<file path="src/rtl/dmem_arbiter.sv">
// dmem_arbiter: shares one Data_Memory between the CPU load/store path
// (port 0) and a debug/loader master (port 1). Each transaction runs
// IDLE -> ACCESS -> RESP: the winner is latched in IDLE, the memory is
// strobed for exactly one cycle in ACCESS, and a one-cycle ack (with an
// error flag for misaligned addresses) is returned in RESP.
module dmem_arbiter #(
  parameter int ADDR_W = 32,
  parameter int DATA_W = 32
) (
  input  logic              clk_i,
  input  logic              rst_i,
  // Port 0: CPU load/store path
  input  logic              req0_i,
  input  logic              we0_i,
  input  logic [ADDR_W-1:0] addr0_i,
  input  logic [DATA_W-1:0] wdata0_i,
  output logic              ack0_o,
  output logic              err0_o,
  // Port 1: debug / loader master
  input  logic              req1_i,
  input  logic              we1_i,
  input  logic [ADDR_W-1:0] addr1_i,
  input  logic [DATA_W-1:0] wdata1_i,
  output logic              ack1_o,
  output logic              err1_o,
  // Shared read data, valid while an ack is high for a read
  output logic [DATA_W-1:0] rdata_o,
  // Data_Memory side
  output logic [ADDR_W-1:0] mem_addr_o,
  output logic [DATA_W-1:0] mem_wdata_o,
  output logic              mem_read_o,
  output logic              mem_write_o,
  input  logic [DATA_W-1:0] mem_rdata_i,
  // Status
  output logic              busy_o,
  output logic              owner_o
);

  typedef enum logic [1:0] {
    IDLE   = 2'd0,
    ACCESS = 2'd1,
    RESP   = 2'd2
  } state_t;

  state_t              state;

  // Latched transaction
  logic                lat_we;
  logic                lat_err;
  logic [ADDR_W-1:0]   lat_addr;
  logic [DATA_W-1:0]   lat_wdata;
  logic                owner;
  logic                last_grant;

  // Registered outputs
  logic [DATA_W-1:0]   rdata_q;
  logic                ack0_q;
  logic                ack1_q;
  logic                err0_q;
  logic                err1_q;
  logic                mem_read_q;
  logic                mem_write_q;
  logic                busy_q;

  // Winner selection and the winner's request fields
  logic                grant;
  logic                sel_we;
  logic [ADDR_W-1:0]   sel_addr;
  logic [DATA_W-1:0]   sel_wdata;
  logic                sel_misaligned;

  // Round-robin pick: a lone requester wins; on a tie the port that was
  // not served last wins.
  // NOTE: every always_comb output gets a default first so no path can
  // leave it unassigned and infer a latch.
  always_comb begin
    grant = 1'b0;
    if (req0_i && req1_i) begin
      grant = ~last_grant;
    end else if (req1_i) begin
      grant = 1'b1;
    end
  end

  // Mux the winning port's request fields onto the latch inputs.
  always_comb begin
    sel_we    = we0_i;
    sel_addr  = addr0_i;
    sel_wdata = wdata0_i;
    if (grant) begin
      sel_we    = we1_i;
      sel_addr  = addr1_i;
      sel_wdata = wdata1_i;
    end
    sel_misaligned = |sel_addr[1:0];
  end

  // Transaction sequencer: one registered FSM that owns every output, so
  // nothing at the boundary is decoded combinationally from inputs.
  // NOTE: sequential state uses non-blocking assignments so every register
  // samples pre-edge values regardless of statement order.
  always_ff @(posedge clk_i) begin
    if (rst_i) begin
      // Synchronous reset also serves as the mid-transaction abort: any
      // pending ack is dropped and the arbiter restarts from IDLE.
      state       <= IDLE;
      lat_we      <= 1'b0;
      lat_err     <= 1'b0;
      lat_addr    <= '0;
      lat_wdata   <= '0;
      owner       <= 1'b0;
      last_grant  <= 1'b1;
      rdata_q     <= '0;
      ack0_q      <= 1'b0;
      ack1_q      <= 1'b0;
      err0_q      <= 1'b0;
      err1_q      <= 1'b0;
      mem_read_q  <= 1'b0;
      mem_write_q <= 1'b0;
      busy_q      <= 1'b0;
    end else begin
      // Pulses default low; only the state that owns them raises them.
      ack0_q      <= 1'b0;
      ack1_q      <= 1'b0;
      err0_q      <= 1'b0;
      err1_q      <= 1'b0;
      mem_read_q  <= 1'b0;
      mem_write_q <= 1'b0;

      unique case (state)
        IDLE: begin
          if (req0_i || req1_i) begin
            owner       <= grant;
            lat_we      <= sel_we;
            lat_addr    <= sel_addr;
            lat_wdata   <= sel_wdata;
            lat_err     <= sel_misaligned;
            // Strobes are registered here so they are high for exactly
            // the ACCESS cycle; a misaligned request never touches memory.
            mem_write_q <= sel_we & ~sel_misaligned;
            mem_read_q  <= ~sel_we & ~sel_misaligned;
            busy_q      <= 1'b1;
            state       <= ACCESS;
          end
        end

        ACCESS: begin
          // Memory read is combinational, so its data is valid now.
          if (lat_we || lat_err) begin
            rdata_q <= '0;
          end else begin
            rdata_q <= mem_rdata_i;
          end
          ack0_q <= ~owner;
          ack1_q <= owner;
          err0_q <= ~owner & lat_err;
          err1_q <= owner & lat_err;
          state  <= RESP;
        end

        RESP: begin
          // Fairness pointer moves only once a transaction completes, so an
          // aborted transaction does not count as served.
          last_grant <= owner;
          busy_q     <= 1'b0;
          state      <= IDLE;
        end

        default: begin
          busy_q <= 1'b0;
          state  <= IDLE;
        end
      endcase
    end
  end

  assign ack0_o      = ack0_q;
  assign ack1_o      = ack1_q;
  assign err0_o      = err0_q;
  assign err1_o      = err1_q;
  assign rdata_o     = rdata_q;
  assign mem_addr_o  = lat_addr;
  assign mem_wdata_o = lat_wdata;
  assign mem_read_o  = mem_read_q;
  assign mem_write_o = mem_write_q;
  assign busy_o      = busy_q;
  assign owner_o     = owner;

endmodule

</file>
<file path="config.mk">
export PLATFORM = sky130hd
export DESIGN_NAME = dmem_arbiter
export DESIGN_NICKNAME = d
export VERILOG_FILES = /design/src/rtl/dmem_arbiter.sv
export SDC_FILE = /design/constraint.sdc
export NUM_CORES = 1
export LEC_CHECK = 0
export CORE_UTILIZATION = 36
export CTS_CLUSTER_SIZE = 12
export DETAILED_ROUTE_END_ITERATION = 8
export PLACE_DENSITY = 0.88
export SLEW_MARGIN = 20
export SYNTH_ARGS = -nofsm -noshare
export SYNTH_HDL_FRONTEND = slang
export SYNTH_SLANG_ARGS = --single-unit
</file>
<file path="constraint.sdc">
create_clock -name clk_i -period 1.4 [get_ports clk_i]
set_clock_uncertainty 0.05 [all_clocks]
set_input_delay 0.28 -clock clk_i [delete_from_list [all_inputs] [get_ports clk_i]]
set_output_delay 0.28 -clock clk_i [all_outputs]
set_load 0.02 [all_outputs]
</file>
* Word-level counts from Yosys, hierarchy flattened *
Cells that the tools add are included.

word-level totals
  bits in registers = 109
  output and inout port bits = 104
  logic and storage cells = 48

operators by class
  reduce and logical (&&, ||, !) cells = 9
  mux-type cells = 10
  eq/ne operators = 3
  bitwise logic cells = 11

operator list
  operator                                                         number
  32-bit 2-to-1 mux                                                3
  1-bit inverter                                                   7
  1-bit AND                                                        4
  1-bit 2-to-1 mux                                                 4
  2-bit case mux with 2 select lines                               1
  2-bit AND reduction                                              2
  2-bit OR reduction                                               2
  3-bit OR reduction                                               1
  2-bit by 1-bit == test with 1-bit output, second input constant  1
  2-bit == test, second input constant                             1
  2-bit zero test                                                  1
  1-bit logical OR                                                 2
  2-bit 2-to-1 mux                                                 1
  2-bit != test, second input constant                             1
  1-bit case mux with 2 select lines                               1
  1-bit logical AND                                                1

* Depth between registers and ports, before layout *
  depth after elaboration = 6
  gate-level depth with buffers = 6
  mapped depth without buffers = 4

* Worst setup path before layout *
Ideal clock, no wire load.

  kind = in2reg
  from = input port req1_i
  to = register lat_wdata[14], in the netlist mem_wdata_o[14]
  data required time = 1,231 ps
  path buffers = 3
  library setup time = 119 ps
  arrival time = 1,091 ps
  stages = 6
  slack = 140 ps
  path through = a21boi_2 > buf_6 > buf_6 > buf_6 > mux2i_1 > o2bb2ai_1

on the way
  cells in the longest elaborated chain, start to end = 3
  elaborated cells between the ends (all ways) = 6
  classes of those cells = mux: 3; reduce/logical: 3

ends and longest elaborated chain
  element                                                line    RTL
  from (decl)                                            20      input logic req1_i,
  1-bit 2-to-1 mux or 1-bit logical AND (tied branches)  80, 78
  1-bit 2-to-1 mux                                       78      if (req0_i && req1_i) begin
  32-bit 2-to-1 mux                                      90      if (grant) begin
  to (signal assigned)                                   136     lat_wdata <= sel_wdata;
  to (decl)                                              51      logic [DATA_W-1:0] lat_wdata;

Parallel ways exist; a longest one is shown, timed or not.
A chain may end at the register's enable or synchronous reset.

* Final worst setup path *
  from = register last_grant
  to = register mem_write_q, in the netlist mem_write_o

on the way
  cells in the longest elaborated chain, start to end = 6
  elaborated cells between the ends (all ways) = 7
  classes of those cells = mux: 3; bitwise: 3; reduce/logical: 1

ends and longest elaborated chain
  element                 line  RTL
  from (decl)             53    logic last_grant;
  from (signal assigned)  164   last_grant <= owner;
  1-bit inverter (*)      79    grant = ~last_grant;
  1-bit 2-to-1 mux (*)    78
  32-bit 2-to-1 mux       90
  2-bit OR reduction      95    sel_misaligned = |sel_addr[1:0];
  1-bit inverter          140   mem_write_q <= sel_we & ~sel_misaligned;
  1-bit AND (*)           140
  to (signal assigned)    140
  to (decl)               62    logic mem_write_q;

Mark *: on every way between the ends. The rest lies on a longest branch, timed or not.

==> results.toml <==
[synthesis]
yosysUniqueCellTypes = 29
synthDominantCellAreaShare = 0.5263
postSynthAreaPerCell_um2 = 11.33
yosys_register_bits = 109
synth_top_cell_by_area = "sky130_fd_sc_hd__dfxtp_1"
post_synth_inst_count = 366
ys_seq_area_frac = 0.5263
total_nets_after_synthesis = 532
syn_area_um2 = 4146
ys_warn_count = 0
synth.top_cells.by_area = "sky130_fd_sc_hd__dfxtp_1 (53%), sky130_fd_sc_hd__mux2i_1 (16%), sky130_fd_sc_hd__o2bb2ai_1 (14%)"

[worst_setup_path]
required_time_of_the_worst_setup_path_ns = 1.62
r2r_cells = 4
cp-start-kind = "flip-flop"
worst_path_largest_cell_delay_ns = 0.48
critPathLaunch = "last_grant"
cpMaxStageDelayCell = "sky130_fd_sc_hd__or4b_4"
r2r_setup_slack_ns = -0.04
worstReg2RegEnd = "mem_write_o"
cp_max_fanout = 5
timing.critical_path.arrival_ns = 1.67
cp_cell_sequence = "a21boi_4, bufbuf_16, or4b_4, a21oi_2"
setup.worst_path.end = "mem_write_o"
worstSetupEndpointType = "flip-flop"
r2r-start = "last_grant"
timing.setup.critical_path_class = "flip-flop to flip-flop"

[cts]
worst_skew_pair.late_latency_ns = 0.33
clk_pin_slew_worst_paths_ns = 0.07
cts.root.buffer_cell = "sky130_fd_sc_hd__clkbuf_16"
cts_tree = "done"
cts_made_buffers = 9
cts_max_level = 3
deepest_clock_path_buffer_count = 2
cts.sink_count = 109

[power_and_ir_drop]
power_leakage_nw = 3.163
p_seq_frac = 0.417
irDropWorstVdd_uv = 722.7
powerDensity_nw_per_um2 = 1118
switching_part_of_the_total_power = 0.2636
p_sw_w = 0.002209
pwr-share-comb = 0.233
share_clk_of_total_power = 0.350
internal-power_w = 0.006171

[placed_design]
detailedPlacementHpwl_um = 9983
gpl.final_weighted_congestion = 0.7376
portBuffers = 269
placement.cell_area_um2 = 7121

[sta]
rsz_0062_raised_after_global_routing = "yes"
report.final.hold_viol_count = 0
period_share = 1.032
layout_setup_ws_ns = -0.04437
highest_clock_frequency_the_design_can_meet_ghz = 0.6923
timing.slew.headroom = 0.8035
finalHoldWorstSlack_ns = 0.4028
final_setup_vio_count = 4
final-max-slew-violation-count = 0
fin_crit_ns = 1.444
tightest_slew_ns = 0.2935
sum_of_negative_setup_slack_ns = -0.1066

[die]
boundaryPins = 270
start_util = 0.3759
core-area_um2 = 11030
die_area_um2 = 11950
chipHeight_um = 109.3
rows = 38
die_width_um = 109.3

[grt]
grt_first_pass_wirelength_um = 19520
grt_pass1_vias = 3938
initial_antenna_violation_count = 0
globalRouteTotalUtil = 0.2106
grt_start_max_net_pins = 43
grt_overflow = 0

[drt]
detailed_route_vias_per_instance = 5.079
drt_pre_antenna_iters = 4
total_wire_length_after_detailed_routing_um = 13520
number_of_violations_reported_at_the_end_of_detailed_routing_iteration_0 = 178
drt_drc_violations_left = 0
via_count = 3967
postRouteAntennaNets = 0
routedWlPerCell_um = 17.31

[layout]
num_antenna_cells = 0
finish.net_count = 802
drive_above_1_share = 0.09048
area.growth.synth_to_final_pct = 80.72
finalInstanceArea_um2 = 7493

[hold_path]
min-delay-start = "busy_o"
holdCritPathClass = "flip-flop to flip-flop"

[status]
failed_checks = "setup timing"
outcome = "complete, but fails checks"

[flow_run]
cap_viol_max_count = 0
## timing repair
item	4_1_cts	5_1_grt
endpoints found under the hold margin	0	0
hold buffers	0	0
resized for setup	109	35
cloned	1	2
buffers inserted	0	1
setup endpoints to repair	171	77
pin swaps	4	4
## worst min path at each step
stage	end	slack, ns	cells after the start
floorplan	mem_write_o	0.38	2
global placement	busy_o	0.39	2
detailed placement	mem_addr_o[4]	0.40	1
CTS	busy_o	0.40	2
global route	mem_addr_o[5]	0.43	1
finish	busy_o	0.40	2
## sequential cells by signal, summed over array words and instances, names as in the netlist, 2 cells and up
| name | cells |
|---|---|
| mem_addr_o | 32 |
| mem_wdata_o | 32 |
| rdata_o | 32 |
| state | 2 |
## layer usage
| layer | vias to the layer above | track usage | routed length, um |
|---|---|---|---|
| met4 | 0 | 0.07238 | 182 |
| li1 | 1914 | - | - |
| met3 | 15 | 0.04979 | 999 |
| met2 | 155 | 0.3868 | 7044 |
| met1 | 1883 | 0.2371 | 5290 |
| met5 | - | 0 | 0 |
## power groups by stage
| stage | Clock (W) | Sequential (W) | Combinational [W] |
|---|---|---|---|
| floorplan | 0 | 0.00385 | 0.000572 |
| global placement | 0 | 0.00356 | 0.00200 |
| detailed placement | 0 | 0.00357 | 0.00205 |
| CTS | 0.00301 | 0.00349 | 0.00191 |
| global route | 0.00314 | 0.00353 | 0.00208 |
| finish | 0.00293 | 0.00350 | 0.00195 |
## cell type report
cell class | instances | area (um2)
inverters | 2 | 7.507
repair buffers | 292 | 2939
multi-input cells | 222 | 1833
clock buffers | 9 | 225.2
fillers | 881 | 3537
well taps | 140 | 175.2
clock inverters | 7 | 127.6
flip-flops and latches | 109 | 2186
## synth_stat cells
cell type,instances
sky130_fd_sc_hd__a21boi_2,1
sky130_fd_sc_hd__a21oi_1,2
sky130_fd_sc_hd__a21oi_2,1
sky130_fd_sc_hd__a22o_1,1
sky130_fd_sc_hd__a22oi_1,32
sky130_fd_sc_hd__a32o_1,1
sky130_fd_sc_hd__and2_1,1
sky130_fd_sc_hd__and3_1,1
sky130_fd_sc_hd__buf_2,15
sky130_fd_sc_hd__buf_4,6
sky130_fd_sc_hd__buf_6,3
sky130_fd_sc_hd__clkbuf_1,9
sky130_fd_sc_hd__dfxtp_1,109
sky130_fd_sc_hd__inv_1,2
sky130_fd_sc_hd__mux2i_1,65
sky130_fd_sc_hd__nand2_1,4
sky130_fd_sc_hd__nand2b_1,1
sky130_fd_sc_hd__nand3_1,1
sky130_fd_sc_hd__nand3b_1,3
sky130_fd_sc_hd__nor2_1,35
sky130_fd_sc_hd__nor3_1,1
sky130_fd_sc_hd__nor4b_1,1
sky130_fd_sc_hd__nor4b_2,1
sky130_fd_sc_hd__o21ai_0,1
sky130_fd_sc_hd__o21ba_2,1
sky130_fd_sc_hd__o2bb2ai_1,65
sky130_fd_sc_hd__or3_1,1
sky130_fd_sc_hd__or4_1,1
sky130_fd_sc_hd__or4b_1,1
## cells in the final DEF (no fill, tap or decap), drive strengths merged
cell type,instances
buf,20
a22oi,32
bufinv,3
and2,1
o21ba,1
inv,5
and3,1
clkinv,1
clkdlybuf4s15,17
nand3b,3
a21boi,1
nor4b,2
or4b,1
or4,1
a21oi,3
nand2b,1
a22o,1
bufbuf,1
nor2,35
clkbuf,14
o2bb2ai,65
mux2i,65
a32o,1
nand2,4
o21ai,1
dlygate4sd2,86
nand3,1
clkdlybuf4s50,163
nor3,1
or3,1
dfxtp,109
## worst max-delay path, delay by kind of cell (launching register included)
kind / cells / cell delay, ns
simple gates: 1 / 0.48
flops: 1 / 0.36
buf+inv: 1 / 0.28
compound gates: 2 / 0.22
## through the flow
stage               utilization  instances  total power, W  worst slack, ns
floorplan                     -        366        0.004420           0.1397
global placement         0.6455        761        0.005563          -0.5109
detailed placement       0.6455        761        0.005615          -0.4957
CTS                      0.6697        778        0.008411         -0.05912
global route             0.6793        781        0.008742         -0.08354
finish                   0.6793        781        0.008380         -0.04437
## cells by family after synthesis
| kind of cell | share of synthesized area |
|---|---|
| flops | 0.5263 |
| compound gates | 0.2106 |
| mux | 0.1569 |
| simple gates | 0.05914 |
| buf+inv | 0.04707 |
Power figures use the tool's default switching activity.
